**config.mk**
```make
export PLATFORM = sky130hd
export DESIGN_NAME = dpr_weight_loader
export DESIGN_NICKNAME = d
export VERILOG_FILES = /design/src/rtl/dpr_pkg.sv /design/src/rtl/dpr_lane_row_cnt.sv /design/src/rtl/dpr_weight_loader.sv
export SDC_FILE = /design/constraint.sdc
export NUM_CORES = 1
export LEC_CHECK = 0
export ABC_AREA = 0
export CAP_MARGIN = 25
export CORE_UTILIZATION = 45
export CTS_BUF_LIST = sky130_fd_sc_hd__clkbuf_8
export DETAILED_ROUTE_END_ITERATION = 16
export PLACE_DENSITY = 0.71
export SYNTH_ARGS = -nofsm -noshare
export SYNTH_HDL_FRONTEND = slang
export SYNTH_HIERARCHICAL = 1
export SYNTH_SLANG_ARGS = --single-unit
```
**constraint.sdc**
```tcl
create_clock -name sys_clk -period 5.93 [get_ports sys_clk]
set_input_delay 0.8895 -clock sys_clk [delete_from_list [all_inputs] [get_ports sys_clk]]
set_output_delay 0.8895 -clock sys_clk [all_outputs]
set_load 0.1 [all_outputs]
```
**src/rtl/dpr_pkg.sv**
```systemverilog
// Shared constants and types for the weight DPR bank: loader, bank and read
// sequencer all size themselves from here.
package dpr_pkg;
  localparam int P            = 4;
  localparam int FEATURE_BITS = 4;
  localparam int ELEMENT_BITS = 8;
  localparam int RAM_DEPTH    = 27;
  localparam int ADDR_BITS    = 2 * FEATURE_BITS;
  localparam int CAP          = P * RAM_DEPTH;
  localparam int LEN_BITS     = $clog2(CAP + 1);

  typedef enum logic [1:0] {IDLE, LOAD, DONE} loader_state;

  // Width of an index into n items, never less than one bit.
  function automatic int idx_bits(input int n);
    return (n > 1) ? $clog2(n) : 1;
  endfunction
endpackage

```
**src/rtl/dpr_lane_row_cnt.sv**
```systemverilog
// Round-robin lane counter (mod P) with a row counter that advances each time
// the lane wraps; element k lands on lane k mod P, row k div P.
module dpr_lane_row_cnt #(
  parameter int P      = 4,
  parameter int LANE_W = 2,
  parameter int ROW_W  = 8
) (
  input  logic              clk,
  input  logic              rst_n,
  input  logic              i_clr,
  input  logic              i_inc,
  output logic [LANE_W-1:0] o_lane,
  output logic [ROW_W-1:0]  o_row
);
  localparam logic [LANE_W-1:0] LAST_LANE = LANE_W'(P - 1);

  logic [LANE_W-1:0] r_lane;
  logic [ROW_W-1:0]  r_row;

  always_ff @(posedge clk or negedge rst_n) begin
    if (!rst_n) begin
      r_lane <= '0;
      r_row  <= '0;
    end else if (i_clr) begin
      r_lane <= '0;
      r_row  <= '0;
    end else if (i_inc) begin
      if (r_lane == LAST_LANE) begin
        r_lane <= '0;
        r_row  <= r_row + 1'b1;
      end else begin
        r_lane <= r_lane + 1'b1;
      end
    end
  end

  assign o_lane = r_lane;
  assign o_row  = r_row;
endmodule

```
**src/rtl/dpr_weight_loader.sv**
```systemverilog
// Write-port driver for the weight DPR bank: scatters a valid/ready element
// stream round-robin across the P DPRs and pulses done when the load is in.
module dpr_weight_loader
  import dpr_pkg::*;
(
  input  logic                    sys_clk,
  input  logic                    reset_n,
  input  logic                    start,
  input  logic [LEN_BITS-1:0]     load_len,
  input  logic                    abort,
  input  logic                    s_valid,
  input  logic [ELEMENT_BITS-1:0] s_data,
  output logic                    s_ready,
  output logic [ADDR_BITS-1:0]    address_in,
  output logic [ELEMENT_BITS-1:0] data_in,
  output logic                    we_in,
  output logic [P-1:0]            cs_in,
  output logic                    busy,
  output logic                    done,
  output logic                    err
);
  localparam int                LANE_W = idx_bits(P);
  localparam logic [LEN_BITS-1:0] CAP_L = LEN_BITS'(CAP);

  loader_state               r_state, w_state_nxt;
  logic [LEN_BITS-1:0]       r_len, r_cnt;
  logic [LANE_W-1:0]         w_lane;
  logic [ADDR_BITS-1:0]      w_row;
  logic                      w_hs, w_last, w_clr, w_err;
  logic                      r_we, r_err;
  logic [P-1:0]              r_cs;
  logic [ADDR_BITS-1:0]      r_addr;
  logic [ELEMENT_BITS-1:0]   r_data;

  // Ready depends only on state so upstream never sees a comb loop via s_valid.
  assign s_ready = (r_state == LOAD);
  assign busy    = (r_state == LOAD);
  assign done    = (r_state == DONE);
  assign w_hs    = s_valid & s_ready;
  assign w_last  = ((r_cnt + 1'b1) == r_len);

  dpr_lane_row_cnt #(
    .P      (P),
    .LANE_W (LANE_W),
    .ROW_W  (ADDR_BITS)
  ) u_lane_row_cnt (
    .clk    (sys_clk),
    .rst_n  (reset_n),
    .i_clr  (w_clr),
    .i_inc  (w_hs),
    .o_lane (w_lane),
    .o_row  (w_row)
  );

  always_comb begin
    w_state_nxt = r_state;
    w_clr       = 1'b0;
    w_err       = 1'b0;
    case (r_state)
      IDLE: begin
        if (start) begin
          if (load_len == '0) begin
            w_state_nxt = DONE;
          end else if (load_len > CAP_L) begin
            w_err = 1'b1;
          end else begin
            w_state_nxt = LOAD;
            w_clr       = 1'b1;
          end
        end
      end
      LOAD: begin
        if (abort)               w_state_nxt = IDLE;
        else if (w_hs && w_last) w_state_nxt = DONE;
      end
      DONE:    w_state_nxt = IDLE;
      default: w_state_nxt = IDLE;
    endcase
  end

  always_ff @(posedge sys_clk or negedge reset_n) begin
    if (!reset_n) begin
      r_state <= IDLE;
      r_len   <= '0;
      r_cnt   <= '0;
      r_err   <= 1'b0;
    end else begin
      r_state <= w_state_nxt;
      r_err   <= w_err;
      if (w_clr) begin
        r_len <= load_len;
        r_cnt <= '0;
      end else if (w_hs) begin
        r_cnt <= r_cnt + 1'b1;
      end
    end
  end

  // Write port is registered; address/data hold between writes, cs/we drop.
  always_ff @(posedge sys_clk or negedge reset_n) begin
    if (!reset_n) begin
      r_we   <= 1'b0;
      r_cs   <= '0;
      r_addr <= '0;
      r_data <= '0;
    end else begin
      r_we <= w_hs;
      r_cs <= w_hs ? (P'(1) << w_lane) : '0;
      if (w_hs) begin
        r_addr <= w_row;
        r_data <= s_data;
      end
    end
  end

  assign we_in      = r_we;
  assign cs_in      = r_cs;
  assign address_in = r_addr;
  assign data_in    = r_data;
  assign err        = r_err;
endmodule

```
==> impl_metrics.csv <==
group,metric,value,unit
detailed_routing,first_pass_iters,4,
yosys,synth_top_area_share,53.27,%
worst_setup_path,path_max_fanout,29,
sta,slew_headroom,32.47,%
detailed_routing,drc,0,
sta,period_share,57.12,%
sta,min_period,3387,ps
pwr,seq_power_share,42.8,%
detailed_routing,final_antenna_net_count,0,
placement,dpl.hpwl,3.015,mm
sta,fin_skew,7.147,ps
clocking,cts-resized-gates,0,
cells_and_area,drive_above_1_share,7.063,%
sta,finalMaxSlewViolations,0,
placement,place_area,2714,µm²
yosys,avgSynthCellArea,9.932,µm²
yosys,synth_mux_area_share,3.385,%
worst_setup_path,arrival,3620,ps
clocking,post_cts_buffers,0,
global_route,track_usage,18.09,%
run,max_cap_violations,0,
detailed_routing,wl_per_cell,12.95,µm
yosys,synthCells,227,
yosys,ys_types,40,
floorplan,die_w,72.79,µm
floorplan,die_area,5298,µm²
worst_setup_path,crit_start,"s_valid",
sta,rsz0062_at_grt,"false",
floorplan,initial_core_util,47.11,%
clocking,clk_latency,300,ps
floorplan,core_region_area,4786,µm²
sta,setup_viol,0,
cells_and_area,utilization,58.75,%
worst_setup_path,endpoint,"u_lane_row_cnt/o_row[5]",
global_route,antenna_found_initial,0,
placement,gp_congestion,0.8206,
floorplan,rows,25,
yosys,synthXorXnorAreaFrac,5.438,%
clocking,cts_tree,"done",
floorplan,die_h,72.79,µm
pwr,intPower,0.5679,mW
pwr,netSwitchingFraction,41.40,%
yosys,synth_top_family_by_area,"simple AND/OR/NAND/NOR gates",
detailed_routing,vias_per_cell,5.226,
yosys,seq_area_frac_synth,53.27,%
sta,worst_slack,2543,ps
global_route,grt_max_degree,39,
yosys,yosysWarnings,6,
worst_setup_path,required,6160,ps
clocking,cts_buffers,5,
pwr,p_comb_share,36.2,%
cells_and_area,diodes,0,
worst_setup_path,cp-start-kind,"input port",
pwr,ir_drop,191.4,µV
placement,place_inst,328,
sta,max_freq,295.2,MHz
clocking,clock_sinks,48,
cells_and_area,finalNonFillerCells,336,
worst_setup_path,reg2reg_depth,5,
sta,tightest_slew,1010,ps
clocking,clk_pin_slew,90,ps
placement,pre_cts_slack,2215,ps
pwr,leakage,1.247,nW
yosys,syn-num-nets,250,
clocking,ctsHoldBuffers,0,
worst_setup_path,r2r_start,"r_state[1]",
clocking,clock_tree.buffer_depth,2,
worst_setup_path,critPathKind,"in2reg",
clocking,cts_root_buf,"clkbuf_8",
worst_setup_path,reg2reg_slack,3110,ps
cells_and_area,nets,291,
global_route,grt_pass1_vias,1682,
placement,numPortBuffers,44,
yosys,synthAdderAreaFrac,1.665,%
yosys,synthTopCellsByArea,"dfrtp_1 53%, nand2_1 9.8%, xor2_1 3.9%",
yosys,synth_top_area_cell,"dfrtp_1",
yosys,synth_compound_area_share,7.658,%
detailed_routing,wl,4.352,mm
detailed_routing,drt_iter0_markers,130,
floorplan,ios,45,
cells_and_area,fin_area,2811,µm²
detailed_routing,vias,1756,
yosys,ys_ff_latch,48,
yosys,synth_area,2255,µm²
clocking,cts_max_level,2,
outcome,status,"complete, no violations",
global_route,grt_pass1_wl,7.362,mm
pwr,p_sw,0.4012,mW
cells_and_area,mostFrequentLayoutCells,"59 x nand2_1, 48 x dfrtp_1, 43 x clkdlybuf4s50_1",
cells_and_area,synthToLayoutAreaGrowth,24.69,%
global_route,grt_overflow,0,
min_path,hp-class,"in2async",
pwr,p_clk_share,21.0,%
sta,finalHoldViolations,0,
worst_setup_path,cp-end-kind,"flop",
cells_and_area,layout_commonest_cell,"nand2_1",
sta,finalSetupTns,0,ps
yosys,yosys.area_share.simple,23.92,%
pwr,powerDensity,344.7,nW/µm²
worst_setup_path,r2r_end,"u_lane_row_cnt/o_row[5]",
-- cells in the mapped netlist, drive strengths merged --
cell    number
a211oi       2
a21oi        8
a311o        1
a31o         2
and2         1
and2b        1
and3         1
and4         1
buf          7
clkbuf       5
dfrtp       48
ha           3
inv          4
mux2         5
mux2i        2
nand2       59
nand3       10
nand3b       1
nand4        5
nor2        18
nor2b        2
nor3         4
nor3b        3
nor4         1
o211a        1
o211ai       1
o21ai        6
o22a         2
o22ai        1
o31ai        2
or3          3
or4          3
xnor2        4
xor2        10
-- worst min-delay path by stage --
stage | slack [ps] | from | end
finish | 440 | reset_n | data_in[3]
global route | 460 | reset_n | address_in[4]
CTS | 450 | reset_n | address_in[4]
detailed placement | 460 | data_in[6] | data_in[6]
global placement | 460 | data_in[6] | data_in[6]
floorplan | 450 | u_lane_row_cnt/o_row[7] | address_in[7]
-- power groups by stage --
| stage | registers [mW] | clock network (mW) | logic (mW) |
|---|---|---|---|
| after floorplan | 0.556 | 0 | 0.130 |
| after global placement | 0.421 | 0 | 0.347 |
| after detailed placement | 0.422 | 0 | 0.352 |
| after CTS | 0.415 | 0.209 | 0.354 |
| after global routing | 0.421 | 0.222 | 0.374 |
| final | 0.415 | 0.204 | 0.350 |
-- per-layer routing --
metal	up-vias	GRT usage, %	share of wire, %
li1	849	-	-
met1	837	23.01	44
met2	59	29.49	48
met3	11	4.282	5.3
met4	0	8.061	2.1
met5	-	0	0
-- stage by stage --
stage	hold WS [ps]	total power [mW]
3_5_place_dp	461.9	0.7739
5_1_grt	463.1	1.016
6_report	444.7	0.9690
2_1_floorplan	452.9	0.6862
4_1_cts	446.4	0.9776
3_3_place_gp	458.1	0.7679
-- worst max-delay path, stage by stage --
cell	delay (ps)
clkdlybuf4s50_1	460
nand3b_1	680
inv_2	730
a21oi_2	170
or4_1	520
a21oi_1	160
-- cells by family after synthesis --
| family | Yosys count |
|---|---|
| adders and majority gates | 3 |
| AOI/OAI and AO/OA | 26 |
| muxes | 7 |
| xor gates and xnor gates | 14 |
| and+or+nand+nor | 113 |
| DFF | 48 |
| buffers and inverters | 16 |
-- final cells by class --
cell class | count | area [µm²]
Tap cell | 67 | 83.83
Inverter | 4 | 15.01
Clock inverter | 2 | 15.01
Timing Repair Buffer | 46 | 462.9
Clock buffer | 6 | 82.58
Sequential cell | 48 | 1201
Fill cell | 434 | 1974
Multi-Input combinational cell | 163 | 950.9
-- state kept, by name (all words and copies together) (netlist names) --
signal	cells
we_in	1
r_state	2
cs_in	4
data_in	8
r_cnt	7
address_in	8
u_lane_row_cnt/o_lane	2
r_len	7
u_lane_row_cnt/o_row	8
err	1
(Power assumes the default switching activity.)
